`src/rtl/vec_issue_sequencer.sv`:
```
// Vector issue sequencer: decode, scoreboard hazard check, two-beat lane issue.
// Optional perf counters built when VSEQ_PERF_CNT_EN is defined.
module vec_issue_sequencer #(
    parameter int VLEN   = 32,
    parameter int VLANES = 16,
    parameter int NREG   = 4,
    parameter int WB_LAT = 2
) (
    input  logic            clk,
    input  logic            rst,
    input  logic            inst_valid,
    output logic            inst_ready,
    input  logic [31:0]     inst,
    output logic            lane_valid,
    output logic            lane_beat,
    output logic [2:0]      lane_op,
    output logic [1:0]      lane_vs1,
    output logic [1:0]      lane_vs2,
    output logic [1:0]      lane_vd,
    output logic            wb_valid,
    output logic [1:0]      wb_vd,
    output logic            wb_beat,
    output logic            illegal,
    output logic [2:0]      f_d_cycle,
    output logic [NREG-1:0] busy_vec,
    output logic [15:0]     issue_cnt,
    output logic [15:0]     stall_cnt
);

    typedef enum logic [2:0] {
        IDLE   = 3'd0,
        CHECK  = 3'd1,
        ISSUE0 = 3'd2,
        ISSUE1 = 3'd3
    } state_t;

    localparam logic LAST_BEAT = 1'(VLEN / VLANES - 1);

    state_t state;
    logic [2:0] op_q;
    logic [1:0] vs1_q, vs2_q, vd_q;
    logic legal, hazard;
    logic [NREG-1:0] set_mask, clr_mask;
    logic [WB_LAT-1:0] pv, pb;
    logic [WB_LAT-1:0][1:0] pvd;
    logic unused_bits;

    assign unused_bits = ^inst[31:25];

    assign legal = (inst[6:0] == 7'b1010111) && (inst[11:9] == 3'd0)
                && (inst[19:17] == 3'd0) && (inst[24:22] == 3'd0);

    assign hazard = busy_vec[vs1_q] | busy_vec[vs2_q] | busy_vec[vd_q];

    assign inst_ready = (state == IDLE);
    assign f_d_cycle  = state;

    always_ff @(posedge clk) begin
        if (rst) begin
            state      <= IDLE;
            illegal    <= 1'b0;
            lane_valid <= 1'b0;
            lane_beat  <= 1'b0;
            lane_op    <= '0;
            lane_vs1   <= '0;
            lane_vs2   <= '0;
            lane_vd    <= '0;
            op_q       <= '0;
            vs1_q      <= '0;
            vs2_q      <= '0;
            vd_q       <= '0;
        end else begin
            illegal <= 1'b0;
            unique case (state)
                IDLE: begin
                    if (inst_valid) begin
                        if (legal) begin
                            op_q  <= inst[14:12];
                            vs1_q <= inst[16:15];
                            vs2_q <= inst[21:20];
                            vd_q  <= inst[8:7];
                            state <= CHECK;
                        end else begin
                            illegal <= 1'b1;
                        end
                    end
                end
                CHECK: begin
                    if (!hazard) begin
                        state      <= ISSUE0;
                        lane_valid <= 1'b1;
                        lane_beat  <= 1'b0;
                        lane_op    <= op_q;
                        lane_vs1   <= vs1_q;
                        lane_vs2   <= vs2_q;
                        lane_vd    <= vd_q;
                    end
                end
                ISSUE0: begin
                    state     <= ISSUE1;
                    lane_beat <= LAST_BEAT;
                end
                default: begin
                    state      <= IDLE;
                    lane_valid <= 1'b0;
                end
            endcase
        end
    end

    // Set and clear target different registers (WAW check), so both apply.
    always_comb begin
        set_mask = '0;
        clr_mask = '0;
        if (state == ISSUE0)
            set_mask[lane_vd] = 1'b1;
        if (wb_valid && wb_beat == LAST_BEAT)
            clr_mask[wb_vd] = 1'b1;
    end

    always_ff @(posedge clk) begin
        if (rst)
            busy_vec <= '0;
        else
            busy_vec <= (busy_vec | set_mask) & ~clr_mask;
    end

    always_ff @(posedge clk) begin
        if (rst) begin
            pv  <= '0;
            pb  <= '0;
            pvd <= '0;
        end else begin
            for (int i = WB_LAT - 1; i > 0; i--) begin
                pv[i]  <= pv[i-1];
                pb[i]  <= pb[i-1];
                pvd[i] <= pvd[i-1];
            end
            pv[0]  <= lane_valid;
            pb[0]  <= lane_beat;
            pvd[0] <= lane_vd;
        end
    end

    assign wb_valid = pv[WB_LAT-1];
    assign wb_beat  = pb[WB_LAT-1];
    assign wb_vd    = pvd[WB_LAT-1];

`ifdef VSEQ_PERF_CNT_EN
    always_ff @(posedge clk) begin
        if (rst) begin
            issue_cnt <= '0;
            stall_cnt <= '0;
        end else begin
            if (state == ISSUE0 && issue_cnt != 16'hFFFF)
                issue_cnt <= issue_cnt + 16'd1;
            if (state == CHECK && hazard && stall_cnt != 16'hFFFF)
                stall_cnt <= stall_cnt + 16'd1;
        end
    end
`else
    assign issue_cnt = '0;
    assign stall_cnt = '0;
`endif

endmodule

```
`config.mk`:
```
export PLATFORM = sky130hd
export DESIGN_NAME = vec_issue_sequencer
export DESIGN_NICKNAME = d
export VERILOG_FILES = /design/src/rtl/vec_issue_sequencer.sv
export SDC_FILE = /design/constraint.sdc
export NUM_CORES = 1
export LEC_CHECK = 0
export ABC_AREA = 1
export BUFFER_PORTS_ARGS = -buffer_cell sky130_fd_sc_hd__buf_2
export CAP_MARGIN = 15
export CELL_PAD_IN_SITES_DETAIL_PLACEMENT = 0
export CELL_PAD_IN_SITES_GLOBAL_PLACEMENT = 1
export CORE_ASPECT_RATIO = 1.4
export CORE_MARGIN = 1
export CORE_UTILIZATION = 28
export DETAILED_ROUTE_END_ITERATION = 8
export PLACE_DENSITY_LB_ADDON = 0.08
export SETUP_SLACK_MARGIN = 0.2
export SYNTH_ARGS = -nofsm -noshare
export SYNTH_HDL_FRONTEND = slang
export SYNTH_SLANG_ARGS = --single-unit
```
`constraint.sdc`:
```
create_clock -name clk -period 1.2 [get_ports clk]
set_input_delay 0.3 -clock clk [delete_from_list [all_inputs] [get_ports clk]]
set_output_delay 0.3 -clock clk [all_outputs]
set_load 0.01 [all_outputs]
```
Word level (Yosys, flattened, before mapping)
Index checks and enable logic that the tools add are counted.

storage, ports and cells
  logic and storage cells = 78
  register bits after elaboration = 36

operators by class
  eq/ne operators = 6
  reduce and logical (&&, ||, !) cells = 18
  bitwise operators = 9
  order comparisons = 7
  mux-type cells = 21

operators with widths
  kind                                                                number
  less-than comparator 2 x 3 -> 1 bit (second input constant)         5
  logical NOT 3 bit                                                   4
  two-way mux 3 bit                                                   3
  case mux 3 bit (3 select lines)                                     1
  two-way mux 1 bit                                                   8
  two-way mux 4 bit                                                   2
  equality test 7 bit (second input constant)                         1
  binary-select mux 1 bit (select 2 bit)                              3
  logical AND 1 bit                                                   6
  AND reduction 2 bit                                                 3
  AND reduction 3 bit                                                 2
  bitwise AND 4 bit                                                   1
  demux 1 bit (select 2 bit)                                          2
  greater-or-equal comparator 2 x 1 -> 1 bit (second input constant)  2
  != test 2 bit (second input constant)                               2
  NOT 1 bit                                                           4
  NOT 4 bit                                                           1
  bitwise OR 4 bit                                                    1
  case mux 1 bit (2 select lines)                                     2
  equality test 3 x 1 -> 1 bit (second input constant)                1
  equality test 3 x 2 -> 1 bit (second input constant)                1
  OR reduction 3 bit                                                  1
  != test 2 x 1 -> 1 bit (second input constant)                      1
  bitwise OR 1 bit                                                    2
  2 further kinds                                                     2

Depth between registers and ports, before layout
Gate-level depths: netlist of the first run.

  depth in word-level cells = 7
  gate-level depth with buffers = 11

Worst setup path after synthesis of the first run
OpenSTA, ideal clock, no wires.

  path kind = register -> register
  start point = register state[0] (netlist: f_d_cycle[0])
  end point = register op_q[0]
  period minus slack after synthesis = 1291 ps
  slack = -91 ps
  cell stages (with the launch flop) = 8
  arrival = 1175 ps
  cell sequence = dfxtp_1 > inv_1 > ha_1 > inv_1 > nor2_4 > inv_2 > nor2_1 > nor2_1

on the way
  longest elaborated chain between the ends = 2

RTL lines
  what                                  RTL line  RTL
  start: declaration                    39        state_t state;
  start signal: assignment              60        state <= IDLE;
  start signal: assignment              82        state <= CHECK;
  start signal: assignment              90        state <= ISSUE0;
  logical NOT 3 bit                     -
  named net inst_ready                  12        output logic inst_ready,
  AND reduction 3 bit (no source line)  -
  end signal: assignment                78        op_q <= inst[14:12];
  end: declaration                      40        logic [2:0] op_q;

The timed path passes the listed nets, and every way through them passes these cells.
A chain may end at the register's enable or synchronous reset.

Worst setup path after layout of the first run
  start point = register vs1_q[0]
  end point = register lane_vs1[0]

on the way
  longest elaborated chain between the ends = 6

RTL lines
  what                                     RTL line  RTL
  start: declaration                       41        logic [1:0] vs1_q, vs2_q, vd_q;
  start signal: assignment                 79        vs1_q <= inst[16:15];
  binary-select mux 1 bit (select 2 bit)   53        assign hazard = busy_vec[vs1_q] | busy_vec[vs2_q] | busy_vec[vd_q];
  two-way mux 1 bit (not written as such)  53
  bitwise OR 1 bit (2 in series)           53
  NOT 1 bit (no source line)               -
  AND reduction 2 bit (no source line)     -
  end signal: assignment                   94        lane_vs1 <= vs1_q;
  end: declaration                         17        output logic [1:0] lane_vs1,

Parallel ways exist; a longest one is shown, timed or not. The select of a mux whose other input is x is not followed.

==> results of run 1 <==
[logic make-up after synthesis]
logic type / after synthesis / synth area share
AND/OR/NAND/NOR: 118 / 0.2852
other: 1 / 0.002031
buffers and inverters: 89 / 0.2547
flip-flops: 35 / 0.3794
AO/OA/AOI/OAI: 19 / 0.05826
adder cells (fa/ha/maj): 3 / 0.02033
[final cells by class]
cell class / count / area (µm²) / area share
clock inverter: 2 / 35.03 / 0.01185
timing repair buffer: 90 / 764.5 / 0.2586
tap: 72 / 90.09 / 0.03047
multi-input combinational: 174 / 1015 / 0.3432
clock buffer: 6 / 82.58 / 0.02793
sequential: 35 / 739.5 / 0.2501
timing repair inverter: 2 / 13.76 / 0.004655
inverter: 51 / 216.5 / 0.07321
[Yosys cell counts (2+ instances only)]
cell / instances
dfxtp_1: 35
inv_1: 48
nand4_1: 2
buf_4: 35
o21ai_0: 9
inv_2: 2
nor2_1: 34
nand2_1: 51
nand3_1: 11
ha_1: 3
nor3_1: 6
a31oi_1: 2
nor2_2: 10
buf_1: 2
a211oi_1: 2
a21oi_1: 4
[routing by layer]
metal  vias to the layer above  track usage  wire length, µm
met4                         0      0.05077               71
li1                        913            -                -
met5                         -            0                0
met3                         6      0.02580              184
met2                        55       0.2450             2329
met1                       757       0.1460             1753
[per-stage QoR]
stage / total power [mW] / TNS [ns]
detailed placement: 2.867 / -4.633
floorplan: 2.473 / -0.3661
CTS: 4.578 / -2.398
global placement: 2.863 / -4.497
global route: 5.023 / -5.037
finish: 4.689 / -2.734
[repair_timing]
item | 4_1_cts | 5_1_grt
hold buffers | 0 | 0
pin swaps | 18 | 11
cloned | 3 | 0
setup buffers | 19 | 3
resized for setup | 80 | 41
setup endpoints to repair | 49 | 50
[worst reg2reg max path: cells and delay by family (launching register included)]
kind | cells | cell delay [ns]
buffers and inverters | 1 | 0.08
flip-flops | 1 | 0.35
AND/OR/NAND/NOR | 9 | 0.85
[worst min-delay path by stage]
stage | startpoint | endpoint
6_report | inst[12] | op_q[0]
5_1_grt | inst[7] | vd_q[0]
4_1_cts | inst[7] | vd_q[0]
3_5_place_dp | pv[0] | pv[1]
3_3_place_gp | pv[0] | pv[1]
2_1_floorplan | rst | busy_vec[1]
[power groups by stage]
stage,clock network (mW),registers [mW],logic (mW)
after floorplan,0,1.57,0.898
after global placement,0,1.49,1.37
after detailed placement,0,1.49,1.38
after CTS,1.16,1.52,1.90
after global routing,1.21,1.54,2.27
final,1.11,1.52,2.06
==> impl_metrics.ini, run 1 <==
[setup_path]
worst-path-stages = 10
critPathRequiredTime_ns = 1.38
crit_arrival_ns = 1.56
r2r-start = vs1_q[0]
reg2reg_to = lane_vs1[0]
end_kind = register
reg2reg_slack_ns = -0.18
crit_start = vs1_q[0]
r2r_cells = 10
crit_family = simple AND/OR/NAND/NOR gates
path_max_fanout = 6
cp_cell_sequence = inv_2 -> nand2_2 -> nand3_2 -> nand2_2 -> nor2_4 -> nand2_4 -> nor2_8 -> nand2_1 -> nand2_2 -> nor2_2
cp-start-kind = register
max_stage_delay_ns = 0.35
path_buf_inv = 1
cp_slowest_cell = dfxtp_2
worst-setup-path-type = register to register
crit_top_cell = nand2_2
setup.worst_path.end = lane_vs1[0]

[timing]
slew_violations = 0
fmax_ghz = 0.7232
post-route-period-util = 1.152
fin_ws_ns = -0.1827
finalHoldViolations = 0
period_minus_slack_ns = 1.383
clock_skew_ns = 0.01392
finalSetupViolCount = 23
whs_ns = 0.2264
rsz0062_at_grt = true

[final_layout]
reg_top3 = busy_vec: 4 flops, lane_op: 3 flops, op_q: 3 flops
diodes = 0
layout-drive-gt1-share = 0.5611
regMostFlops = busy_vec
design_area_um2 = 2957
layout_common_cells = buf_6 (35), inv_1 (34), nand2_1 (34)
largest_reg_flops = 4
area_delta_synth_final_pct = 60.10
layout_commonest_cell = buf_6
post-route-util = 0.4696
nFillCells = 644
layoutNonFillerInstCount = 432
nets = 397

[place]
port_buffers = 50
place_area_um2 = 2258
place_hpwl_um = 2947
dp_cells = 399
dpl_worst_slack_ns = -0.2773
globalplace.congestion = 0.7252

[synth]
ys_types = 25
syn_inst = 265
synth.area.top_cells = dfxtp_1 (38%), buf_4 (14%), nand2_1 (10%)
yosys_warnings = 0
synth_top_cell_area_share = 0.3794
async_flop_share = 0
synth-edff-count = 0
ys.flop_type = dfxtp_1
avgSynthCellArea_um2 = 6.969
synth_seq_cells = 35
synth_top_cell_by_area = dfxtp_1
yosysSeqAreaShare = 0.3794
synth_area_um2 = 1847

[route]
wl_per_cell_um = 10.04
wirelength_um = 4338
antenna_left = 0
num_vias = 1731
vias_per_cell = 4.007
first_pass_iters = 6
drc_errors = 8
drtIter0Drc = 81

[global_routing]
antenna_found_initial = 0
grt_pass1_vias = 1613
track_usage = 0.1319
grt_max_degree = 22
grt_first_pass_wirelength_um = 7189
grt_overflow = 0

[clock_tree]
cts_buffers = 5
cts_sinks = 35
cts_max_path_buffers = 2
htree_levels = 2
clk_pin_slew_worst_paths_ns = 0.07
cts_root_buffer = clkbuf_8
clock_latency_ns = 0.29
tritoncts = built

[die]
core_area_um2 = 6296
fp.dieW_um = 70.64
io_pins = 91
fp.dieH_um = 98.09
die-area_um2 = 6929
core.rowCount = 34
initial_core_util = 0.2933

[power_and_ir_drop]
power_frac_seq = 0.323
power_switching_mw = 1.597
pwr-share-comb = 0.440
clock_power_share = 0.237
ir_worst_vdd_uv = 597.5
swShare = 0.3407
intPower_mw = 3.092
leakagePower_nw = 1.393
power.density_nw_per_um2 = 1586

[min_path]
hold_depth = 3
hold_class = input pin to register

[outcome]
status = finished, violations left
violations = DRC, setup timing

[flow_run]
max_cap_viol_count = 0
Note: power is estimated with default switching activity, not from simulation.
==> run 2: changes to the inputs <==
==> constraint.sdc (replaced) <==
create_clock -name clk -period 1.2 [get_ports clk]
set_input_delay 0.24 -clock clk [delete_from_list [all_inputs] [get_ports clk]]
set_output_delay 0.24 -clock clk [all_outputs]
set_load 0.01 [all_outputs]
==> run 2 against run 1 <==
Against the previous run: the flow still finishes with violations (DRC, setup timing); register-to-register slack gained 0.03 ns; routed wire length fell by 2.8%; worst setup slack gained 0.027 ns; clock skew is 0.013 ns lower; critical path depth rose by 1; hold slack lost 0.051 ns; clock-buffer cell count rose by 1; first-iteration DRC count shrank 40%; clock power is 25% lower; final area fell by 8.5%; largest power group unchanged; highest routed layer unchanged.
==> impl_metrics.ini, run 2 (synthesis gave the netlist of run 1 again) <==
[final_layout]
area_delta_synth_final_pct = 46.41
nets = 387
post-route-util = 0.4295
reg_top3 = busy_vec: 4 flops, lane_op: 3 flops, op_q: 3 flops
layout_commonest_cell = nand2_1
nFillCells = 676
layout-drive-gt1-share = 0.4886
design_area_um2 = 2704
largest_reg_flops = 4
diodes = 0
regMostFlops = busy_vec
layout_common_cells = nand2_1 (42), inv_1 (38), buf_2 (38)

[power_and_ir_drop]
swShare = 0.3638
pwr-share-comb = 0.452
power.density_nw_per_um2 = 1573
intPower_mw = 2.706
power.total_mw = 4.253
ir_worst_vdd_uv = 437.1
leakagePower_nw = 1.319
power_frac_seq = 0.353
clock_power_share = 0.194
power_switching_mw = 1.547

[route]
first_pass_iters = 6
wl_per_cell_um = 9.991
drc_errors = 4
num_vias = 1702
drtIter0Drc = 49
wirelength_um = 4216
vias_per_cell = 4.033
antenna_left = 0

[min_path]
hold_class = input pin to register
hold_depth = 3
worst_hold_startpoint = inst[8]
min_to = vd_q[1]

[setup_path]
worst-setup-path-type = register to register
critPathRequiredTime_ns = 1.43
cp-start-kind = register
cp_cell_sequence = inv_1 -> nand2_1 -> nand3_2 -> nand2_2 -> nor2_4 -> nand2_4 -> nor2_8 -> inv_4 -> nand2_1 -> inv_1 -> nor2_2
path_max_fanout = 6
reg2reg_slack_ns = -0.16
end_kind = register
max_stage_delay_ns = 0.35
path_buf_inv = 3
crit_arrival_ns = 1.58
cp_slowest_cell = dfxtp_2
r2r-start = vd_q[0]
r2r_cells = 11
reg2reg_to = lane_op[2]
crit_family = simple AND/OR/NAND/NOR gates

[timing]
slew_violations = 0
fmax_ghz = 0.7377
post-route-period-util = 1.130
finalHoldViolations = 0
finalSetupViolCount = 15
fin_ws_ns = -0.1556
rsz0062_at_grt = true
tns_ns = -1.814
clock_skew_ns = 0.001180
period_minus_slack_ns = 1.356

[clock_tree]
clock_latency_ns = 0.28
clk_pin_slew_worst_paths_ns = 0.07
cts_sinks = 35
htree_levels = 2
cts_root_buffer = clkbuf_8
cts-hold-fix-buffers = 0
cts_max_path_buffers = 2
cts_buffers = 5
tritoncts = built

[global_routing]
antenna_found_initial = 0
grt_first_pass_wirelength_um = 7031
grt_overflow = 0
track_usage = 0.1290
grt_pass1_vias = 1553
grt_max_degree = 22

[die]
initial_core_util = 0.2933
die-area_um2 = 6929
io_pins = 91
fp.dieW_um = 70.64
core.rowCount = 34
core_area_um2 = 6296
fp.dieH_um = 98.09

[flow_run]
max_cap_viol_count = 0

[place]
place_hpwl_um = 3013
port_buffers = 50
place_area_um2 = 2236
globalplace.congestion = 0.6844

[outcome]
status = finished, violations left
violations = DRC, setup timing
==> run 2: layer usage <==
layer	track usage	routed length, µm	vias to the layer above
met1	0.1480	1793	740
met5	0	0	-
met2	0.2353	2164	59
met4	0.05077	71	0
met3	0.02167	187	5
li1	-	-	898
==> run 2: repair_timing <==
action	in CTS	in global routing
setup endpoints to repair	39	46
cloned	2	0
endpoints found under the hold margin	0	0
buffers inserted	14	2
pin swaps	17	10
gates resized for setup	41	36
==> run 2: metrics by stage <==
| step | worst slack [ns] | hold WS (ns) | std cells |
|---|---|---|---|
| final | -0.1556 | 0.1754 | 422 |
| after global routing | -0.2707 | 0.1698 | 422 |
| after CTS | -0.1492 | 0.1716 | 420 |
| after detailed placement | -0.2862 | 0.3956 | 396 |
| after global placement | -0.2559 | 0.3893 | 396 |
| after floorplan | -0.03992 | 0.3110 | 297 |
==> run 2: worst reg2reg max path, stage by stage, from the launching register on <==
cell     delay, ns
dfxtp_2       0.35
inv_1         0.07
nand2_1       0.06
nand3_2       0.07
nand2_2       0.06
nor2_4        0.13
nand2_4       0.10
nor2_8        0.21
inv_4         0.08
nand2_1       0.06
inv_1         0.04
nor2_2        0.06
==> run 2: power groups by stage <==
stage	logic (mW)	clock network [mW]	registers, mW
floorplan	0.898	0	1.57
global placement	1.32	0	1.50
detailed placement	1.33	0	1.50
CTS	1.75	0.874	1.47
global route	2.15	0.930	1.53
finish	1.92	0.827	1.50
==> run 2: layout make-up <==
class	count	area, µm²	share of cell area
clock inverter	1	5.005	0.001851
sequential	35	734.5	0.2716
tap	72	90.09	0.03332
clock buffer	7	76.32	0.02823
inverter	51	206.4	0.07635
timing repair inverter	1	6.256	0.002314
timing repair buffer	81	620.6	0.2295
multi-input combinational	174	964.7	0.3568
==> run 2: worst max path at each step <==
stage	start	to	depth (start not counted)
floorplan	busy_vec[0]	lane_op[0]	10
global placement	inst[10]	op_q[2]	9
detailed placement	inst[10]	vs2_q[0]	9
CTS	vs2_q[0]	lane_op[1]	11
global route	vs1_q[0]	lane_vd[0]	11
finish	vd_q[0]	lane_op[2]	11
==> run 3: changes to the inputs <==
--- a/config.mk
+++ b/config.mk
@@ -11,11 +11,12 @@
 export CELL_PAD_IN_SITES_DETAIL_PLACEMENT = 0
 export CELL_PAD_IN_SITES_GLOBAL_PLACEMENT = 1
 export CORE_ASPECT_RATIO = 1.4
-export CORE_MARGIN = 1
-export CORE_UTILIZATION = 28
+export CORE_MARGIN = 2
+export CORE_UTILIZATION = 30
 export DETAILED_ROUTE_END_ITERATION = 8
 export PLACE_DENSITY_LB_ADDON = 0.08
 export SETUP_SLACK_MARGIN = 0.2
+export SKIP_LAST_GASP = 1
 export SYNTH_ARGS = -nofsm -noshare
 export SYNTH_HDL_FRONTEND = slang
 export SYNTH_SLANG_ARGS = --single-unit
==> constraint.sdc (replaced) <==
create_clock -name clk -period 1.45 [get_ports clk]
set_input_delay 0.29 -clock clk [delete_from_list [all_inputs] [get_ports clk]]
set_output_delay 0.29 -clock clk [all_outputs]
set_load 0.01 [all_outputs]
==> run 3 against run 2 <==
Against the previous run: the run now ends clean; final cell count down 5.9%; register-to-register slack improved by 0.29 ns; via count down 7.2%; first-iteration DRC count down 37%; fmax is 2.7% higher; sequential power decreased by 19%; critical path type unchanged; largest power group is now registers; highest routed layer unchanged.
==> impl_metrics.ini, run 3 (synthesis gave the netlist of run 1 again) <==
[die]
io_pins = 91
core_area_um2 = 5904
die-area_um2 = 6808
fp.dieH_um = 96.84
core.rowCount = 33
initial_core_util = 0.3128
fp.dieW_um = 70.31

[timing]
slew_violations = 0
post-route-period-util = 0.9103
fmax_ghz = 0.7576
finalSetupViolCount = 0
tns_ns = 0
period_minus_slack_ns = 1.320
finalHoldViolations = 0
rsz0062_at_grt = true
clock_skew_ns = 0.007333
whs_ns = 0.2221

[route]
wirelength_met1_um = 1587
vias_per_cell = 3.977
first_pass_iters = 2
num_vias = 1579
antenna_left = 0
top_layer = met4
wl_per_cell_um = 9.730
drtIter0Drc = 31
wirelength_um = 3863
drc_errors = 0
route.met2.wl_um = 1969
wl_met3_um = 214

[global_routing]
antenna_found_initial = 0
grt_first_pass_wirelength_um = 6313
grt_pass1_vias = 1461
grt_overflow = 0
grt_max_degree = 22
track_usage = 0.1169

[clock_tree]
cts_buffers = 5
tritoncts = built
cts_max_path_buffers = 2
cts_root_buffer = clkbuf_8
htree_levels = 2
cts_sinks = 35
clk_pin_slew_worst_paths_ns = 0.07
clock_latency_ns = 0.29

[setup_path]
cp_slowest_cell = dfxtp_4
crit_top_cell = nand2_1
critPathRequiredTime_ns = 1.63
crit_arrival_ns = 1.50
max_stage_delay_ns = 0.37
reg2reg_to = lane_vd[1]
end_kind = register
cp-start-kind = register
cp_cell_sequence = inv_4 -> nand2_1 -> nand3_1 -> nand2_2 -> nor2_4 -> nand2_4 -> nor2_4 -> nand2_1 -> nand2_1 -> nor2_2
path_max_fanout = 5
r2r-start = vs2_q[0]
r2r_cells = 10
worst-setup-path-type = register to register
reg2reg_slack_ns = 0.13

[flow_run]
max_cap_viol_count = 0

[final_layout]
layout-drive-gt1-share = 0.3486
diodes = 0
regMostFlops = busy_vec
layout_common_cells = buf_2 (49), nand2_1 (48), inv_1 (39)
area_delta_synth_final_pct = 24.73
reg_top3 = busy_vec: 4 flops, lane_op: 3 flops, op_q: 3 flops
design_area_um2 = 2303
layout_commonest_cell = buf_2
largest_reg_flops = 4
nets = 364

[min_path]
min_to = vs2_q[0]
worst_hold_startpoint = inst[20]
hold_class = input pin to register
hold_depth = 3

[power_and_ir_drop]
leakagePower_nw = 1.174
ir_worst_vdd_uv = 494.3
power.density_nw_per_um2 = 1373
power.total_mw = 3.164

[outcome]
status = complete, no violations

[place]
globalplace.congestion = 0.7390
port_buffers = 50
place_area_um2 = 2048
place_hpwl_um = 2830
run 3: final cells by class:
| cell class | count | area [µm²] |
|---|---|---|
| fillers | 686 | 3601 |
| multi-input cells | 174 | 865.8 |
| flip-flops and latches | 35 | 715.7 |
| repair buffers | 59 | 327.8 |
| inverters | 51 | 206.4 |
| clock buffers | 8 | 100.1 |
| well taps | 70 | 87.58 |
run 3: what timing repair did:
item / CTS / global route
gates resized for setup: 23 / 18
buffers inserted: 4 / 3
hold buffers: 0 / 0
pin swaps: 7 / 6
endpoints found under the setup margin: 23 / 23
gates cloned: 1 / 0
run 3: power breakdown:
group          internal (mW)  switching, mW  total, mW
clock network          0.434          0.342      0.776
logic                  0.470          0.708       1.18
registers               1.12         0.0877       1.21
run 3: worst max-delay path by stage:
stage	endpoint	start	cells after the start	slack [ns]
detailed placement	lane_op[2]	busy_vec[1]	10	0.03
floorplan	lane_op[0]	busy_vec[1]	10	0.20
global placement	lane_op[0]	busy_vec[3]	10	0.01
finish	lane_vd[1]	vs2_q[0]	10	0.13
global route	lane_vd[0]	vs2_q[0]	11	0.05
CTS	lane_op[2]	busy_vec[1]	10	0.12
run 3: stage by stage:
| stage | cells | utilization | setup WS (ns) |
|---|---|---|---|
| detailed placement | 381 | 0.3469 | 0.02579 |
| CTS | 394 | 0.3791 | 0.1164 |
| floorplan | 297 | - | 0.2003 |
| finish | 397 | 0.3901 | 0.1301 |
| global route | 397 | 0.3901 | 0.04824 |
| global placement | 381 | 0.3469 | 0.01003 |
run 3: worst max-delay path: cells and delay by family, from the launching register on:
family | cells | cell delay [ns]
simple gates | 9 | 0.78
flops | 1 | 0.37
buf+inv | 1 | 0.05
run 3: layer usage:
layer,track usage,up-vias
met5,0,-
met4,0.06213,0
met3,0.02813,5
met2,0.2054,56
met1,0.1267,670
li1,-,848
